===== config.mk =====
export PLATFORM = sky130hd
export DESIGN_NAME = mips_multicycle_ctrl
export DESIGN_NICKNAME = d
export VERILOG_FILES = /design/src/rtl/mips_multicycle_ctrl.sv
export SDC_FILE = /design/constraint.sdc
export NUM_CORES = 1
export LEC_CHECK = 0
export BUFFER_PORTS_ARGS = -buffer_cell sky130_fd_sc_hd__buf_2
export CAP_MARGIN = 20
export CORE_MARGIN = 5
export CORE_UTILIZATION = 45
export CTS_CLUSTER_DIAMETER = 30
export DETAILED_ROUTE_END_ITERATION = 6
export GPL_TIMING_DRIVEN = 0
export PLACE_DENSITY = 0.71
export SYNTH_ARGS = -nofsm -noshare
export SYNTH_HDL_FRONTEND = slang
export SYNTH_SLANG_ARGS = --single-unit
export TNS_END_PERCENT = 1

===== constraint.sdc =====
create_clock -name clk -period 2.3 [get_ports clk]
set_input_delay 0.115 -clock clk [delete_from_list [all_inputs] [get_ports clk]]
set_output_delay 0.115 -clock clk [all_outputs]
set_load 0.02 [all_outputs]

===== src/rtl/mips_multicycle_ctrl.sv =====
// Multi-cycle MIPS control FSM: sequences fetch/decode/execute/memory/writeback over one
// ALU and one unified memory port with a req/ready handshake and a watchdog timeout.
module mips_multicycle_ctrl #(
    parameter int unsigned ALUOP_W = 4,
    parameter int unsigned TIMEOUT = 16,
    parameter int unsigned CNT_W   = 5
) (
    input  logic               clk,
    input  logic               rst_n,
    input  logic [5:0]         opcode,
    input  logic               mem_ready,
    output logic               mem_req,
    output logic               IorD,
    output logic               IRWrite,
    output logic               PCWrite,
    output logic [1:0]         PCSrc,
    output logic               ALUSrcA,
    output logic [1:0]         ALUSrcB,
    output logic [ALUOP_W-1:0] ALUOp,
    output logic               RegWrite,
    output logic               MemWrite,
    output logic               MemToReg,
    output logic               zero_extended,
    output logic               unsigned_ALU_op,
    output logic               immediate_to_upper_reg,
    output logic               PC_to_ra_reg,
    output logic [1:0]         RegDst,
    output logic [1:0]         MEM_size,
    output logic [2:0]         Branch,
    output logic               illegal_op,
    output logic               bus_error,
    output logic [3:0]         state_dbg
);

    typedef enum logic [3:0] {
        FETCH    = 4'd0,
        DECODE   = 4'd1,
        MEM_ADR  = 4'd2,
        MEM_RD   = 4'd3,
        MEM_WB   = 4'd4,
        MEM_WR   = 4'd5,
        EXEC     = 4'd6,
        ALU_WB   = 4'd7,
        BRANCH   = 4'd8,
        JUMP     = 4'd9,
        IMM_EXEC = 4'd10,
        IMM_WB   = 4'd11,
        TRAP     = 4'd12
    } state_t;

    localparam bit               WD_EN    = (TIMEOUT != 0);
    localparam logic [CNT_W-1:0] CNT_LAST = CNT_W'((TIMEOUT == 0) ? 0 : TIMEOUT - 1);

    state_t           state;
    logic [CNT_W-1:0] cnt;
    logic [5:0]       op_q;
    logic             mem_state;
    logic             timeout_hit;
    logic [1:0]       lsu_size;
    logic [3:0]       alu_op4;

    function automatic state_t decode_next(input logic [5:0] op);
        state_t nxt;
        casez (op)
            6'b000000:                                   nxt = EXEC;
            6'b100000, 6'b100001, 6'b100011, 6'b100100,
            6'b100101, 6'b101000, 6'b101001, 6'b101011:  nxt = MEM_ADR;
            6'b000001, 6'b0001??:                        nxt = BRANCH;
            6'b00001?:                                   nxt = JUMP;
            6'b001???:                                   nxt = IMM_EXEC;
            default:                                     nxt = TRAP;
        endcase
        return nxt;
    endfunction

    assign mem_state   = (state == FETCH) || (state == MEM_RD) || (state == MEM_WR);
    assign timeout_hit = WD_EN && mem_state && !mem_ready && (cnt == CNT_LAST);
    // byte/half/word follow opcode[1:0] = 00/01/11
    assign lsu_size    = (op_q[1:0] == 2'b11) ? 2'b10 : op_q[1:0];

    always_ff @(posedge clk) begin
        if (!rst_n) begin
            state <= FETCH;
            cnt   <= '0;
            op_q  <= '0;
        end else begin
            cnt <= '0;
            case (state)
                FETCH: begin
                    if (mem_ready)         state <= DECODE;
                    else if (!timeout_hit) cnt   <= cnt + 1'b1;
                end
                DECODE: begin
                    op_q  <= opcode;
                    state <= decode_next(opcode);
                end
                MEM_ADR:  state <= (op_q[5:3] == 3'b101) ? MEM_WR : MEM_RD;
                MEM_RD: begin
                    if (mem_ready)        state <= MEM_WB;
                    else if (timeout_hit) state <= FETCH;
                    else                  cnt   <= cnt + 1'b1;
                end
                MEM_WR: begin
                    if (mem_ready || timeout_hit) state <= FETCH;
                    else                          cnt   <= cnt + 1'b1;
                end
                EXEC:     state <= ALU_WB;
                IMM_EXEC: state <= IMM_WB;
                default:  state <= FETCH;
            endcase
        end
    end

    always_comb begin
        mem_req                = 1'b0;
        IorD                   = 1'b0;
        IRWrite                = 1'b0;
        PCWrite                = 1'b0;
        PCSrc                  = 2'b00;
        ALUSrcA                = 1'b0;
        ALUSrcB                = 2'b00;
        alu_op4                = 4'b0000;
        RegWrite               = 1'b0;
        MemWrite               = 1'b0;
        MemToReg               = 1'b0;
        zero_extended          = 1'b0;
        unsigned_ALU_op        = 1'b0;
        immediate_to_upper_reg = 1'b0;
        PC_to_ra_reg           = 1'b0;
        RegDst                 = 2'b00;
        MEM_size               = 2'b00;
        Branch                 = 3'b000;
        illegal_op             = 1'b0;
        bus_error              = 1'b0;
        state_dbg              = 4'd0;
        if (!rst_n) begin
            mem_req = 1'b1;
            ALUSrcB = 2'b01;
        end else begin
            state_dbg = state;
            bus_error = timeout_hit;
            case (state)
                FETCH: begin
                    mem_req = 1'b1;
                    ALUSrcB = 2'b01;
                    IRWrite = mem_ready;
                    PCWrite = mem_ready;
                end
                DECODE:  ALUSrcB = 2'b11;
                MEM_ADR: begin
                    ALUSrcA = 1'b1;
                    ALUSrcB = 2'b10;
                end
                MEM_RD, MEM_WB: begin
                    MEM_size        = lsu_size;
                    unsigned_ALU_op = op_q[2];
                    mem_req         = (state == MEM_RD);
                    IorD            = (state == MEM_RD);
                    RegWrite        = (state == MEM_WB);
                    MemToReg        = (state == MEM_WB);
                end
                MEM_WR: begin
                    mem_req  = 1'b1;
                    IorD     = 1'b1;
                    MemWrite = !timeout_hit;
                    MEM_size = lsu_size;
                end
                EXEC: begin
                    ALUSrcA = 1'b1;
                    alu_op4 = 4'b1111;
                end
                ALU_WB: begin
                    RegWrite = 1'b1;
                    RegDst   = 2'b10;
                end
                BRANCH: begin
                    ALUSrcA = 1'b1;
                    PCSrc   = 2'b01;
                    case (op_q[2:0])
                        3'b001:  begin Branch = 3'b011; alu_op4 = 4'b0000; end
                        3'b100:  begin Branch = 3'b001; alu_op4 = 4'b0001; end
                        3'b101:  begin Branch = 3'b010; alu_op4 = 4'b0001; end
                        3'b110:  begin Branch = 3'b100; alu_op4 = 4'b0010; end
                        default: begin Branch = 3'b101; alu_op4 = 4'b0011; end
                    endcase
                end
                JUMP: begin
                    PCWrite = 1'b1;
                    PCSrc   = 2'b10;
                    if (op_q[0]) begin
                        RegWrite     = 1'b1;
                        RegDst       = 2'b10;
                        PC_to_ra_reg = 1'b1;
                        alu_op4      = 4'b0010;
                    end
                end
                IMM_EXEC, IMM_WB: begin
                    ALUSrcA  = 1'b1;
                    ALUSrcB  = 2'b10;
                    RegWrite = (state == IMM_WB);
                    case (op_q[2:0])
                        3'b000:  alu_op4 = 4'b0100;
                        3'b001:  begin alu_op4 = 4'b0100; unsigned_ALU_op = 1'b1; end
                        3'b010:  alu_op4 = 4'b0101;
                        3'b011:  begin alu_op4 = 4'b0101; unsigned_ALU_op = 1'b1; end
                        3'b100:  begin alu_op4 = 4'b0110; zero_extended = 1'b1; end
                        3'b101:  begin alu_op4 = 4'b0111; zero_extended = 1'b1; end
                        3'b110:  begin alu_op4 = 4'b1000; zero_extended = 1'b1; end
                        default: begin alu_op4 = 4'b1000; immediate_to_upper_reg = 1'b1; end
                    endcase
                end
                TRAP:    illegal_op = 1'b1;
                default: ;
            endcase
        end
        ALUOp = ALUOP_W'(alu_op4);
    end

endmodule


==> summary.txt <==
Finish
  – Non-filler instance count after layout: 272
  – Final Net Count: 251
  – Proportion of layout cells with a drive suffix above 1: 27.6%
  – Area delta synth->final: 19.4%
  – N_diodes: 0
  – Commonest non-fill, non-tap cells in the layout: 42 x buf_2, 27 x nor2_1, 16 x nand2_1, 15 x dfxtp_1
  – Commonest non-fill, non-tap cell in the layout: buf_2

Power and ir drop
  – Design Power: 0.00130 W
  – Lkg Pwr: 0.763 nW
  – Seq pwr share: 26.2%
  – Combinational power share: 62.1%
  – Cell Pwr Density: 783 nW/um^2
  – Net Sw Frac: 48.6%
  – Worst vdd rail ir drop: 0.345 mV
  – Clock power frac: 11.6%
  – Internal: 0.000666 W
  – Sw Pwr: 0.000630 W

GRT
  – First-pass GRT wire length: 6020 um
  – Initial antenna violation count: 0
  – GRT Residual Overflow: 0
  – Pin count of the biggest net entering global routing: 11
  – Tot GR Track Use: 17.7%
  – Number of global-route vias before repair: 1327

Worst setup path
  – Worst path required time: 2.18 ns
  – Crit path DAT: 1.96 ns
  – Origin of the critical flop-to-flop path: cnt[0]
  – Critical Path Sink Type: output pin
  – FF-to-FF path depth: 7
  – CP max FO: 10
  – Critical path class: flip-flop to output pin
  – FF-to-FF setup slack: 0.41 ns
  – Crit path launch type: flip-flop
  – Reg-to-Reg End: state[2]

Detailed routing
  – DR iter-0 viols: 106
  – # DRC: 0
  – Via count: 1472
  – Vias/cell: 5.41
  – WL per Instance: 13.6 um
  – DRT Pass-1 Iters: 4
  – Final ANT Viol Nets: 0
  – Routed WL: 3700 um

Synthesis
  – Yosys cell types: 50
  – Syn Inst Count: 195
  – Avg Inst Size Synth: 7.11 um^2
  – Synthesis-stage register bit count: 15
  – Top FF cell, synth: dfxtp_1
  – Post-synth EDFFs: 0
  – Synth Warn #: 0
  – Sequential share of the synthesized area: 21.7%
  – Ys async rst share: 0%
  – Syn Nets: 206
  – Mapped cell area: 1390 um^2

Clock network
  – Worst-path clk slew: 0.09 ns
  – CTS buffer count: 3
  – CTS hold repair buffers: 0
  – H-tree levels: 1
  – Root cell of the clock tree: clkbuf_4
  – Post-CTS Setup Inserts: 0
  – Post-CTS Resized: 0
  – CTS tree: yes
  – CTS sink count: 15
  – Worst-skew pair later-pin latency: 0.28 ns
  – Clk buf depth: 2

Worst hold path
  – WHS Path Cells: 3
  – Worst hold path class: input pin to flip-flop
  – End of the worst hold path: op_q[1]
  – Worst Min Path Start: opcode[1]

Timing
  – Final hold violations: 0
  – Setup-failing EPs final: 0
  – Period utilization: 90.2%
  – Max Clk Rate: 482 MHz
  – RSZ-0062 raised after global routing: no
  – Setup TNS: 0 ns
  – Max Slew Vio Count: 0
  – Final min period: 2.08 ns
  – Max Clock Skew: 0.00252 ns

Outcome
  – Status: complete, no violations

Die
  – Core footprint: 3000 um^2
  – IO Pins: 42
  – Starting Density: 46.2%
  – Die span in x: 65.5 um
  – Placement Rows: 20
  – Die Area: 4290 um^2
  – Chip Height: 65.5 um

Place
  – # port buffers: 40
  – Detail Placement HPWL: 2840 um
  – RD Place Congestion: 0.872
  – Placed cells: 268

Run
  – Max Cap Viol: 0
==> registers in the layout, indices dropped and copies added (netlist names) <==
register / flops
op_q: 6
cnt: 5
state: 4
==> worst max-delay path by stage <==
| stage | startpoint | slack, ns | end |
|---|---|---|---|
| 3_5_place_dp | cnt[0] | 0.41 | state[2] |
| 3_3_place_gp | cnt[0] | 0.40 | state[2] |
| 4_1_cts | op_q[0] | 0.26 | ALUOp[0] |
| 5_1_grt | op_q[0] | 0.1 | ALUOp[0] |
| 2_1_floorplan | cnt[0] | 0.59 | state[0] |
| 6_report | op_q[0] | 0.22 | ALUOp[0] |
==> kinds of logic after synthesis <==
kind of cell | Yosys count | share of synthesized area [%]
buf+inv | 28 | 10.2
flops | 15 | 21.7
compound gates | 47 | 23.9
xor+xnor | 7 | 4.42
other cells | 1 | 0.270
simple gates | 94 | 36.9
fa+ha+maj | 2 | 1.80
mux | 1 | 0.812
==> critical path, cell delays in order (launching register included) <==
cell	delay [ns]
dfxtp_1	0.40
clkbuf_1	0.42
o21ai_0	0.18
o21ai_0	0.11
a32oi_1	0.12
nor3b_1	0.24
buf_2	0.21
==> power groups by stage <==
stage                     Clock [W]  Combinational, W  Sequential [W]
after floorplan                   0          0.000622        0.000339
after global placement            0          0.000799        0.000345
after detailed placement          0          0.000801        0.000346
after CTS                  0.000157          0.000802        0.000340
after global routing       0.000168          0.000889        0.000346
final                      0.000150          0.000805        0.000340
==> layer usage <==
metal  vias to the layer above  track usage [%]  share of wire (%)
met5                         -                0                  0
met2                        61             30.3                 46
li1                        763                -                  -
met1                       642             22.3                 45
met4                         0             8.55                2.0
met3                         6             1.37                6.7
==> per-stage QoR <==
stage	util, %	setup slack [ns]	cell area (um^2)	hold slack [ns]
3_3_place_gp	54.2	0.404	1630	0.431
2_1_floorplan	-	0.587	1390	0.271
4_1_cts	55.1	0.261	1660	0.152
6_report	55.1	0.225	1660	0.169
5_1_grt	55.1	0.0951	1660	0.170
3_5_place_dp	54.2	0.406	1630	0.439
==> layout make-up <==
type	count	area [um^2]
clock buffer	3	22.5
inverter	12	45.0
multi-input combinational	152	945
tap	33	41.3
buffer	16	96.3
sequential	15	300
timing repair buffer	40	200
fill	299	1350
clock inverter	1	5.00
==> cells in the mapped netlist, types with 2 or more instances <==
library cell / count / area (um^2)
nor2_1: 27 / 101
nand2_1: 16 / 60.1
dfxtp_1: 15 / 300
a21oi_1: 12 / 60.1
inv_1: 12 / 45.0
nor2b_1: 12 / 75.1
o21ai_0: 8 / 40.0
clkbuf_1: 7 / 26.3
nand3_1: 7 / 35.0
nor3_1: 5 / 25.0
xor2_1: 5 / 43.8
a32oi_1: 4 / 35.0
and2_1: 4 / 25.0
and3_1: 4 / 25.0
buf_4: 4 / 30.0
nand2b_1: 4 / 25.0
a21boi_0: 3 / 22.5
a22oi_1: 3 / 22.5
a31oi_1: 3 / 18.8
o22ai_1: 3 / 18.8
buf_2: 2 / 10.0
buf_6: 2 / 22.5
ha_1: 2 / 25.0
nand3b_1: 2 / 15.0
nor3_2: 2 / 20.0
nor3b_1: 2 / 15.0
xnor2_1: 2 / 17.5
Power figures use the tool's default switching activity.
